<file path="src/rtl/riscv_cpu_pkg.sv">
`default_nettype none
// +----------------------------------------------------------------------+
// | riscv_cpu_pkg : shared types and helpers for the load/store unit     |
// | Revision      : 1.0                                                  |
// +----------------------------------------------------------------------+
package riscv_cpu_pkg;

  typedef enum logic [1:0] {
    BYTE   = 2'b00,
    HALF   = 2'b01,
    WORD   = 2'b10,
    DOUBLE = 2'b11
  } lsu_data_type_e;

  typedef enum logic [1:0] {
    IDLE        = 2'b00,
    WAIT_GNT    = 2'b01,
    WAIT_RVALID = 2'b10
  } lsu_state_e;

  // A double access is always misaligned on a bus without a 64-bit lane.
  function automatic logic lsu_misaligned(input lsu_data_type_e dtype,
                                          input logic [2:0]     addr_lsb,
                                          input logic           has_double);
    logic mis;
    case (dtype)
      BYTE:    mis = 1'b0;
      HALF:    mis = addr_lsb[0];
      WORD:    mis = |addr_lsb[1:0];
      default: mis = !has_double || (|addr_lsb);
    endcase
    return mis;
  endfunction

endpackage
`default_nettype wire

</file>
<file path="src/rtl/load_store_unit_if.sv">
`default_nettype none
// +----------------------------------------------------------------------+
// | lsu_bus_if : request/grant/rvalid data-memory bus of the LSU         |
// | Revision   : 1.0                                                     |
// +----------------------------------------------------------------------+
interface lsu_bus_if #(
  parameter int DATA_WIDTH = 32,
  parameter int ADDR_WIDTH = 32
);
  logic                    data_req_o;
  logic                    data_gnt_i;
  logic                    data_rvalid_i;
  logic [ADDR_WIDTH-1:0]   data_addr_o;
  logic                    data_we_o;
  logic [DATA_WIDTH/8-1:0] data_be_o;
  logic [DATA_WIDTH-1:0]   data_wdata_o;
  logic [DATA_WIDTH-1:0]   data_rdata_i;

  modport master (
    output data_req_o, data_addr_o, data_we_o, data_be_o, data_wdata_o,
    input  data_gnt_i, data_rvalid_i, data_rdata_i
  );

  modport slave (
    input  data_req_o, data_addr_o, data_we_o, data_be_o, data_wdata_o,
    output data_gnt_i, data_rvalid_i, data_rdata_i
  );
endinterface
`default_nettype wire

</file>
<file path="src/rtl/lsu_data_align.sv">
`default_nettype none
// +----------------------------------------------------------------------+
// | lsu_data_align : byte enables, store lane shift, load extract/extend |
// | Revision       : 1.0                                                 |
// +----------------------------------------------------------------------+
module lsu_data_align
  import riscv_cpu_pkg::*;
#(
  parameter int DATA_WIDTH = 32
) (
  input  lsu_data_type_e                      wr_type_i,
  input  logic [$clog2(DATA_WIDTH/8)-1:0]     wr_offset_i,
  input  logic [DATA_WIDTH-1:0]               wdata_i,
  output logic [DATA_WIDTH/8-1:0]             be_o,
  output logic [DATA_WIDTH-1:0]               wdata_o,
  input  lsu_data_type_e                      rd_type_i,
  input  logic [$clog2(DATA_WIDTH/8)-1:0]     rd_offset_i,
  input  logic                                rd_sign_ext_i,
  input  logic [DATA_WIDTH-1:0]               rdata_i,
  output logic [DATA_WIDTH-1:0]               rdata_o
);
  localparam int BE_W = DATA_WIDTH / 8;

  logic [7:0]            be_base;
  logic [15:0]           be_wide;
  logic [DATA_WIDTH-1:0] rd_shifted;
  logic [DATA_WIDTH-1:0] rd_mask;
  logic                  rd_sign;

  always_comb begin
    be_base = 8'h00;
    case (wr_type_i)
      BYTE:    be_base = 8'h01;
      HALF:    be_base = 8'h03;
      WORD:    be_base = 8'h0F;
      default: be_base = 8'hFF;
    endcase
    be_wide = {8'h00, be_base} << wr_offset_i;
  end

  assign be_o    = be_wide[BE_W-1:0];
  assign wdata_o = wdata_i << {wr_offset_i, 3'b000};

  assign rd_shifted = rdata_i >> {rd_offset_i, 3'b000};

  // Extension fills every bit above the access size, so a full-width
  // access has an empty fill mask and passes through untouched.
  always_comb begin
    rd_mask = '1;
    rd_sign = rd_shifted[DATA_WIDTH-1];
    case (rd_type_i)
      BYTE: begin
        rd_mask = DATA_WIDTH'(8'hFF);
        rd_sign = rd_shifted[7];
      end
      HALF: begin
        rd_mask = DATA_WIDTH'(16'hFFFF);
        rd_sign = rd_shifted[15];
      end
      WORD: begin
        rd_mask = DATA_WIDTH'(32'hFFFF_FFFF);
        rd_sign = rd_shifted[31];
      end
      default: begin
        rd_mask = '1;
        rd_sign = rd_shifted[DATA_WIDTH-1];
      end
    endcase
    rdata_o = (rd_shifted & rd_mask) | ((rd_sign_ext_i && rd_sign) ? ~rd_mask : '0);
  end

endmodule
`default_nettype wire

</file>
<file path="src/rtl/load_store_unit.sv">
`default_nettype none
// +----------------------------------------------------------------------+
// | load_store_unit : single-outstanding LSU between pipeline and bus    |
// | Revision        : 1.0                                                |
// +----------------------------------------------------------------------+
module load_store_unit
  import riscv_cpu_pkg::*;
#(
  parameter int DATA_WIDTH = 32,
  parameter int ADDR_WIDTH = 32
) (
  input  logic                  clk_i,
  input  logic                  rst_ni,
  input  logic                  mem_req_i,
  input  logic                  mem_we_i,
  input  logic [1:0]            mem_data_type_i,
  input  logic                  mem_sign_ext_i,
  input  logic [ADDR_WIDTH-1:0] mem_addr_i,
  input  logic [DATA_WIDTH-1:0] mem_wdata_i,
  output logic [DATA_WIDTH-1:0] mem_rdata_o,
  output logic                  mem_valid_o,
  output logic                  busy_o,
  output logic                  misaligned_o,
  lsu_bus_if.master             bus
);
  localparam int BE_W  = DATA_WIDTH / 8;
  localparam int OFF_W = $clog2(BE_W);

  lsu_state_e            state_q,  state_d;
  logic [ADDR_WIDTH-1:0] addr_q,   addr_d;
  logic                  we_q,     we_d;
  logic [BE_W-1:0]       be_q,     be_d;
  logic [DATA_WIDTH-1:0] wdata_q,  wdata_d;
  lsu_data_type_e        type_q,   type_d;
  logic [OFF_W-1:0]      offset_q, offset_d;
  logic                  sign_q,   sign_d;
  logic                  valid_q,  valid_d;
  logic                  mis_q,    mis_d;
  logic [DATA_WIDTH-1:0] rdata_q,  rdata_d;

  lsu_data_type_e        req_type;
  logic [OFF_W-1:0]      req_offset;
  logic [ADDR_WIDTH-1:0] req_addr_aligned;
  logic                  req_misaligned;
  logic                  issue;
  logic [BE_W-1:0]       req_be;
  logic [DATA_WIDTH-1:0] req_wdata;
  logic [DATA_WIDTH-1:0] load_data;

  assign req_type         = lsu_data_type_e'(mem_data_type_i);
  assign req_offset       = mem_addr_i[OFF_W-1:0];
  assign req_addr_aligned = {mem_addr_i[ADDR_WIDTH-1:OFF_W], {OFF_W{1'b0}}};
  assign req_misaligned   = lsu_misaligned(req_type, mem_addr_i[2:0], DATA_WIDTH == 64);

  // Gated by rst_ni so the combinational request path is quiet during reset.
  assign issue = rst_ni && (state_q == IDLE) && mem_req_i && !req_misaligned;

  lsu_data_align #(
    .DATA_WIDTH (DATA_WIDTH)
  ) u_align (
    .wr_type_i     (req_type),
    .wr_offset_i   (req_offset),
    .wdata_i       (mem_wdata_i),
    .be_o          (req_be),
    .wdata_o       (req_wdata),
    .rd_type_i     (type_q),
    .rd_offset_i   (offset_q),
    .rd_sign_ext_i (sign_q),
    .rdata_i       (bus.data_rdata_i),
    .rdata_o       (load_data)
  );

  always_ff @(posedge clk_i or negedge rst_ni) begin
    if (!rst_ni) begin
      state_q  <= IDLE;
      addr_q   <= '0;
      we_q     <= 1'b0;
      be_q     <= '0;
      wdata_q  <= '0;
      type_q   <= BYTE;
      offset_q <= '0;
      sign_q   <= 1'b0;
      valid_q  <= 1'b0;
      mis_q    <= 1'b0;
      rdata_q  <= '0;
    end else begin
      state_q  <= state_d;
      addr_q   <= addr_d;
      we_q     <= we_d;
      be_q     <= be_d;
      wdata_q  <= wdata_d;
      type_q   <= type_d;
      offset_q <= offset_d;
      sign_q   <= sign_d;
      valid_q  <= valid_d;
      mis_q    <= mis_d;
      rdata_q  <= rdata_d;
    end
  end

  always_comb begin
    state_d  = state_q;
    addr_d   = addr_q;
    we_d     = we_q;
    be_d     = be_q;
    wdata_d  = wdata_q;
    type_d   = type_q;
    offset_d = offset_q;
    sign_d   = sign_q;
    valid_d  = 1'b0;
    mis_d    = 1'b0;
    rdata_d  = rdata_q;
    case (state_q)
      IDLE: begin
        if (mem_req_i) begin
          if (req_misaligned) begin
            mis_d = 1'b1;
          end else begin
            addr_d   = req_addr_aligned;
            we_d     = mem_we_i;
            be_d     = req_be;
            wdata_d  = req_wdata;
            type_d   = req_type;
            offset_d = req_offset;
            sign_d   = mem_sign_ext_i;
            state_d  = bus.data_gnt_i ? WAIT_RVALID : WAIT_GNT;
          end
        end
      end
      WAIT_GNT: begin
        if (bus.data_gnt_i) begin
          state_d = WAIT_RVALID;
        end
      end
      WAIT_RVALID: begin
        if (bus.data_rvalid_i) begin
          state_d = IDLE;
          valid_d = 1'b1;
          if (!we_q) begin
            rdata_d = load_data;
          end
        end
      end
      default: state_d = IDLE;
    endcase
  end

  // Request fields come straight from the pipeline in the issue cycle and
  // from the captured copy while the grant is outstanding.
  assign bus.data_req_o   = issue || (state_q == WAIT_GNT);
  assign bus.data_addr_o  = issue ? req_addr_aligned : addr_q;
  assign bus.data_we_o    = issue ? mem_we_i         : we_q;
  assign bus.data_be_o    = issue ? req_be           : be_q;
  assign bus.data_wdata_o = issue ? req_wdata        : wdata_q;

  assign busy_o       = issue || (state_q != IDLE);
  assign mem_valid_o  = valid_q;
  assign misaligned_o = mis_q;
  assign mem_rdata_o  = rdata_q;

endmodule
`default_nettype wire

</file>
<file path="src/flat_wrapper.sv">
// flat-port wrapper written by rule: the top's interface ports become plain ports
module load_store_unit_flat import riscv_cpu_pkg::*;
#(
  parameter int DATA_WIDTH = 32,
  parameter int ADDR_WIDTH = 32
)
  (clk_i, rst_ni, mem_req_i, mem_we_i, mem_data_type_i, mem_sign_ext_i, mem_addr_i, mem_wdata_i, mem_rdata_o, mem_valid_o, busy_o, misaligned_o, bus_data_req_o, bus_data_addr_o, bus_data_we_o, bus_data_be_o, bus_data_wdata_o, bus_data_gnt_i, bus_data_rvalid_i, bus_data_rdata_i);
  lsu_bus_if #(.DATA_WIDTH(DATA_WIDTH), .ADDR_WIDTH(ADDR_WIDTH)) bus_i ();
  input  logic clk_i;
  input  logic rst_ni;
  input  logic mem_req_i;
  input  logic mem_we_i;
  input  logic [1:0] mem_data_type_i;
  input  logic mem_sign_ext_i;
  input  logic [ADDR_WIDTH-1:0] mem_addr_i;
  input  logic [DATA_WIDTH-1:0] mem_wdata_i;
  output logic [DATA_WIDTH-1:0] mem_rdata_o;
  output logic mem_valid_o;
  output logic busy_o;
  output logic misaligned_o;
  output wire logic [$bits(bus_i.data_req_o)-1:0] bus_data_req_o;
  output wire logic [$bits(bus_i.data_addr_o)-1:0] bus_data_addr_o;
  output wire logic [$bits(bus_i.data_we_o)-1:0] bus_data_we_o;
  output wire logic [$bits(bus_i.data_be_o)-1:0] bus_data_be_o;
  output wire logic [$bits(bus_i.data_wdata_o)-1:0] bus_data_wdata_o;
  input wire logic [$bits(bus_i.data_gnt_i)-1:0] bus_data_gnt_i;
  input wire logic [$bits(bus_i.data_rvalid_i)-1:0] bus_data_rvalid_i;
  input wire logic [$bits(bus_i.data_rdata_i)-1:0] bus_data_rdata_i;
  assign bus_data_req_o = bus_i.data_req_o;
  assign bus_data_addr_o = bus_i.data_addr_o;
  assign bus_data_we_o = bus_i.data_we_o;
  assign bus_data_be_o = bus_i.data_be_o;
  assign bus_data_wdata_o = bus_i.data_wdata_o;
  assign bus_i.data_gnt_i = bus_data_gnt_i;
  assign bus_i.data_rvalid_i = bus_data_rvalid_i;
  assign bus_i.data_rdata_i = bus_data_rdata_i;
  load_store_unit #(.DATA_WIDTH(DATA_WIDTH), .ADDR_WIDTH(ADDR_WIDTH)) u_core (.clk_i(clk_i), .rst_ni(rst_ni), .mem_req_i(mem_req_i), .mem_we_i(mem_we_i), .mem_data_type_i(mem_data_type_i), .mem_sign_ext_i(mem_sign_ext_i), .mem_addr_i(mem_addr_i), .mem_wdata_i(mem_wdata_i), .mem_rdata_o(mem_rdata_o), .mem_valid_o(mem_valid_o), .busy_o(busy_o), .misaligned_o(misaligned_o), .bus(bus_i));
endmodule
</file>
<file path="config.mk">
export PLATFORM = sky130hd
export DESIGN_NAME = load_store_unit_flat
export DESIGN_NICKNAME = d
export VERILOG_FILES = /design/src/rtl/riscv_cpu_pkg.sv /design/src/rtl/load_store_unit_if.sv /design/src/rtl/lsu_data_align.sv /design/src/rtl/load_store_unit.sv /design/src/flat_wrapper.sv
export SDC_FILE = /design/constraint.sdc
export NUM_CORES = 1
export LEC_CHECK = 0
export CAP_MARGIN = 20
export CELL_PAD_IN_SITES_DETAIL_PLACEMENT = 1
export CELL_PAD_IN_SITES_GLOBAL_PLACEMENT = 1
export CORE_AREA = 3 3 132 134
export DETAILED_ROUTE_END_ITERATION = 8
export DIE_AREA = 0 0 135 137
export PLACE_DENSITY = 0.9
export SYNTH_ARGS = -nofsm -noshare
export SYNTH_HDL_FRONTEND = slang
export SYNTH_SLANG_ARGS = --single-unit
</file>
<file path="constraint.sdc">
create_clock -name clk_i -period 4.3 [get_ports clk_i]
set_clock_uncertainty 0.05 [all_clocks]
set_input_delay 0.86 -clock clk_i [delete_from_list [all_inputs] [get_ports clk_i]]
set_output_delay 0.86 -clock clk_i [all_outputs]
set_load 0.05 [all_outputs]
</file>
**Yosys cells after proc, flatten, opt, wreduce, memory -nomap -nowiden**

Index checks and enable logic that the tools add are counted.

- Input bits: 105
- Register bits: 108
- Output and inout port bits: 105

- Shift operators: 3
- Reduce and logical (&&, ||, !) cells: 15
- Bitwise gates (word level): 5
- Multiplexer cells: 20
- Equality and inequality tests: 9

Operators by type and width:

| operator | count |
|---|---|
| 32-bit two-way mux | 3 |
| 32-bit case mux with 2 select lines | 1 |
| 32-bit bitwise AND | 1 |
| 32-bit inverter | 1 |
| 32-bit OR | 1 |
| 32-bit by 5-bit << shifter with 32-bit output | 1 |
| 32-bit by 5-bit right shift with 32-bit output | 1 |
| 8-bit case mux with 3 select lines | 1 |
| 2-bit two-way mux | 5 |
| 2-bit != test, second input constant | 4 |
| 8-bit by 2-bit << shifter with 4-bit output | 1 |
| 2-bit by 1-bit equality test with 1-bit output, second input constant | 3 |
| 2-bit logical NOT | 3 |
| 1-bit two-way mux | 6 |
| 2-bit case mux with 3 select lines | 1 |
| 3-bit AND reduction | 2 |
| 2-bit equality test, second input constant | 2 |
| 1-bit logical AND | 4 |
| 4-bit two-way mux | 1 |
| 4-bit AND reduction | 1 |
| 1-bit case mux with 3 select lines | 1 |
| 1-bit logical OR | 2 |
| 1-bit inverter | 2 |
| 1-bit case mux with 2 select lines | 1 |
| other kinds (3) | 3 |

**Logic depth before layout (Yosys ltp)**

- Word-level depth: 5
- Gate-level depth with buffers: 7
- Mapped depth without buffers: 4

**By module**

A second synthesis with hierarchy kept.

- Cell total of the unflattened synthesis: 522
- Area, all modules: 6301.0 um2

By module, submodules not included:

| module | cells each | area an instance (um2) | instances | sequential area each (um2) |
|---|---|---|---|---|
| load_store_unit | 317 | 4864.7 | 1 | 2702.6 |
| lsu_data_align | 205 | 1436.4 | 1 | 0.0 |

**Worst setup path before layout**

No wires, ideal clock.

- Path kind: input to output
- Start point: input port mem_addr_i[0]
- End point: output port bus_data_wdata_o[0]
- Path slack: 485 ps
- Stages: 6
- Path buffers: 3
- Arrival time: 2905 ps
- Cell sequence: buf_6 > buf_2 > buf_2 > nor2_1 > nand2_1 > o21ai_0

- Cells in the longest elaborated chain, start to end: 5
- Elaborated cells between the ends (all ways): 6
- Those cells by class: shift: 1; mux: 2; reduce/logical: 3

Ends and longest elaborated chain:

| item | RTL line | source |
|---|---|---|
| start, declared | flat_wrapper.sv:15 | `input logic [ADDR_WIDTH-1:0] mem_addr_i;` |
| parallel branches: the longest is 4 deep, another holds 32-bit by 5-bit << shifter with 32-bit output | -- |  |
| 32-bit two-way mux * | load_store_unit.sv:154 | `assign bus.data_wdata_o = issue ? req_wdata : wdata_q;` |
| end, declared | flat_wrapper.sv:25 | `output wire logic [$bits(bus_i.data_wdata_o)-1:0] bus_data_wdata_o;` |

Every way passes the cells marked *.

**Worst setup path in the final report**

- Start point: input port mem_data_type_i[0]
- End point: output port bus_data_addr_o[30]

- Cells in the longest elaborated chain, start to end: 5
- Elaborated cells between the ends (all ways): 7
- Those cells by class: eq/ne: 2; mux: 2; reduce/logical: 3

Ends and longest elaborated chain:

| item | RTL line | source |
|---|---|---|
| start, declared | flat_wrapper.sv:13 | `input logic [1:0] mem_data_type_i;` |
| 2-bit equality test, or another cell as far along | riscv_cpu_pkg.sv:26 | `case (dtype)` |
| 1-bit case mux with 3 select lines * | riscv_cpu_pkg.sv:26 |  |
| 1-bit logical NOT * | load_store_unit.sv:56 | `assign issue = rst_ni && (state_q == IDLE) && mem_req_i && !req_misaligned;` |
| 1-bit logical AND * | load_store_unit.sv:56 |  |
| 32-bit two-way mux * | load_store_unit.sv:151 | `assign bus.data_addr_o = issue ? req_addr_aligned : addr_q;` |
| end, declared | flat_wrapper.sv:22 | `output wire logic [$bits(bus_i.data_addr_o)-1:0] bus_data_addr_o;` |

Mark *: on every way between the ends. The rest lies on a longest branch, timed or not.

==> impl_metrics.toml <==
[timing]
fin_ws_ns = 0.447
worst_slew_pin_slew_ns = 1.06
fmax_ghz = 0.260
min_period_ns = 3.85
rsz0062_at_grt = "false"
setup_tns_ns = 0
slew_viol_final = 0
slew_headroom = 0.294
finalCritPeriodShare = 0.896
hold_ws_ns = 0.434
hold_viol = 0
setup_viol = 0

[floorplanning]
std_cell_rows = 47
initial_core_util = 0.364
die_area_um2 = 18500
coreArea_um2 = 16400
pin_count = 210
die_h_um = 137
die_w_um = 135

[worst_setup_path]
ff2ff_path_depth = 4
worstSetupPathType = "input port to primary output"
cp.required_ns = 3.39
start_kind = "input port"
crit_arrival_ns = 2.94
crit_path_cell_trace = "clkdlybuf4s50_1 > a21oi_1 > o2111ai_4 > buf_12 > mux2_2 > buf_4"
crit_family = "buffers and inverters"
r2r_setup_slack_ns = 1.88
end_kind = "primary output"
cp_num_buf_inv = 3
cp_max_fo = 76
cpMaxStageDelayCell = "clkdlybuf4s50_1"
crit_cells = 6
max_stage_delay_ns = 0.62

[synth]
synth_cell_types = 38
synth_seq_cells = 108
ys.flop_type = "dfrtp_1"
mappedNetlistArea_um2 = 5970
ys_warn_count = 0
synth-edff-count = 0
syn_area_per_cell_um2 = 10.9
async_flop_share = 1.00
synthCells = 550
synth_seq_area_share = 0.452

[global_route]
gr-total-overflow = 0
busiest_layer = "met2"
grt_pass1_wl_um = 30100
gr-usage-all-layers = 0.207
met1_usage = 0.250
antenna_found_initial = 0
grt_util_met3 = 0.0522
grt_pass1_vias = 5431
grt_max_degree = 77
met2_usage = 0.360

[place]
hpwl_um = 14900
gp_congestion = 0.852
io_buffers = 207
pre_cts_ws_ns = 0.466

[route]
drt_iter0_markers = 188
wl_per_cell_um = 20.4
drtAntennaViolNets = 0
post-route-drc-count = 0
routed_wl_um = 19500
vias = 5011
drtPass1Iterations = 4
vias_per_cell = 5.22

[cells_and_area]
fill_cells = 1742
antenna_cells = 0
drive_gt1_frac = 0.289
final_core_util = 0.523
fin_nets = 840
area_growth_pct = 43.7

[clock_tree]
cts_sinks = 108
clk_pin_slew_ns = 0.07
cts_tree = "yes"
cts_root_buffer = "clkbuf_16"
htree_num_levels = 3
numCtsBuffers = 9
worstSkewPairLatency_ns = 0.35
post_cts_resized = 0
cts-hold-fix-buffers = 0
postCtsSetupBuffers = 0
clockBufferDepth = 2

[hold_path]
hold_class = "flip-flop to flip-flop"
holdPathStages = 2

[run_status]
outcome = "finished clean"

[run]
maxCapViolCount = 0

[pwr]
vdd_drop_max_mv = 0.330
leakage_nw = 3.68
p_per_area_nw_per_um2 = 638
==> sequential cells by signal, indices dropped and copies added (netlist names) <==
name and cells:
u_core.mem_rdata_o 32, u_core.wdata_q 32, u_core.addr_q 30, u_core.be_q 4, u_core.offset_q 2, u_core.state_q 2, u_core.type_q 2, u_core.mem_valid_o 1
u_core.misaligned_o 1, u_core.sign_q 1, u_core.we_q 1
==> cell type report <==
cell class	count	area, um2	share of cell area
multi-input combinational	397	3020	0.352
sequential	108	2700	0.315
timing repair buffer	216	2290	0.267
clock buffer	15	278	0.0324
tap	220	275	0.0321
inverter	3	11.3	0.00131
clock inverter	1	5.00	0.000583
==> through the flow <==
stage	instance area, um2	cells	total power, mW
floorplan	5980	551	3.55
detailed placement	8300	944	4.71
global placement	8300	944	4.60
CTS	8580	960	5.53
global route	8580	960	5.72
finish	8580	960	5.48
==> worst register-to-register path: cells and delay by family, from the launching register on <==
| kind | cells | cell delay (ns) |
|---|---|---|
| multiplexers | 1 | 0.26 |
| AND/OR/NAND/NOR | 1 | 0.28 |
| AO/OA/AOI/OAI | 2 | 0.73 |
| flip-flops | 1 | 1.04 |
==> power breakdown <==
group | internal, mW | switching, mW
Combinational | 1.21 | 1.87
Clock | 0.441 | 0.366
Sequential | 1.36 | 0.232
==> path summary, 6_finish.rpt <==
kind                                                       to                      startpoint
setup / recovery                          bus_data_addr_o[30]              mem_data_type_i[0]
hold / removal                  u_core.wdata_q[2]$_DFFE_PN0P_   u_core.wdata_q[2]$_DFFE_PN0P_
setup reg to reg           u_core.mem_rdata_o[12]$_DFFE_PN0P_  u_core.offset_q[1]$_DFFE_PN0P_
hold reg to reg                 u_core.wdata_q[2]$_DFFE_PN0P_   u_core.wdata_q[2]$_DFFE_PN0P_
max in group asynchronous        u_core.addr_q[6]$_DFFE_PN0P_                          rst_ni
min in group asynchronous  u_core.mem_rdata_o[30]$_DFFE_PN0P_                          rst_ni
==> per-layer routing <==
metal / vias up / routed length [um]
met3: 31 / 1270
li1: 2321 / -
met4: 0 / 501
met5: - / 0
met2: 177 / 9720
met1: 2482 / 8040
==> cells by family after synthesis <==
group	count (synthesis)	share of synthesized area
muxes	148	0.278
buffers and inverters	46	0.0469
other	1	0.000628
AOI/OAI and AO/OA	113	0.120
and+or+nand+nor	133	0.101
xor gates and xnor gates	1	0.00147
DFF	108	0.452
==> cell usage after synthesis (3+ instances only) <==
master / instances / area, um2
dfrtp_1: 108 / 2700
mux2_2: 96 / 1080
nand2_1: 60 / 225
o21ai_0: 42 / 210
nor2_1: 39 / 146
mux2i_1: 34 / 340
a21oi_1: 33 / 165
nor2b_1: 18 / 113
buf_2: 17 / 85.1
a211oi_1: 15 / 113
clkbuf_1: 11 / 41.3
buf_6: 10 / 113
mux2_4: 10 / 150
mux2_1: 8 / 90.1
o221a_2: 8 / 90.1
o22a_1: 8 / 70.1
buf_4: 3 / 22.5
inv_1: 3 / 11.3
nand3_1: 3 / 15.0
nor3_1: 3 / 15.0
==> cells in the final DEF (no fill, tap or decap), types with 2 or more instances in the layout <==
master,Yosys,final
buf_2,17,2
mux2i_1,34,34
nand2_1,60,60
inv_1,3,3
mux2_4,10,10
clkbuf_1,11,3
o22a_1,8,8
dfrtp_1,108,108
nor2_1,39,39
a211oi_1,15,15
clkbuf_8,0,3
and3_1,2,2
a21oi_1,33,33
buf_12,0,27
o221a_2,8,8
mux2_1,8,8
mux2_2,96,96
conb_1,1,2
nor3_1,3,3
nand2b_1,2,2
o21ai_0,42,42
clkdlybuf4s50_1,0,135
buf_4,3,52
nor2b_1,18,18
clkbuf_16,0,9
nand3_1,3,3
(Power assumes the default switching activity.)
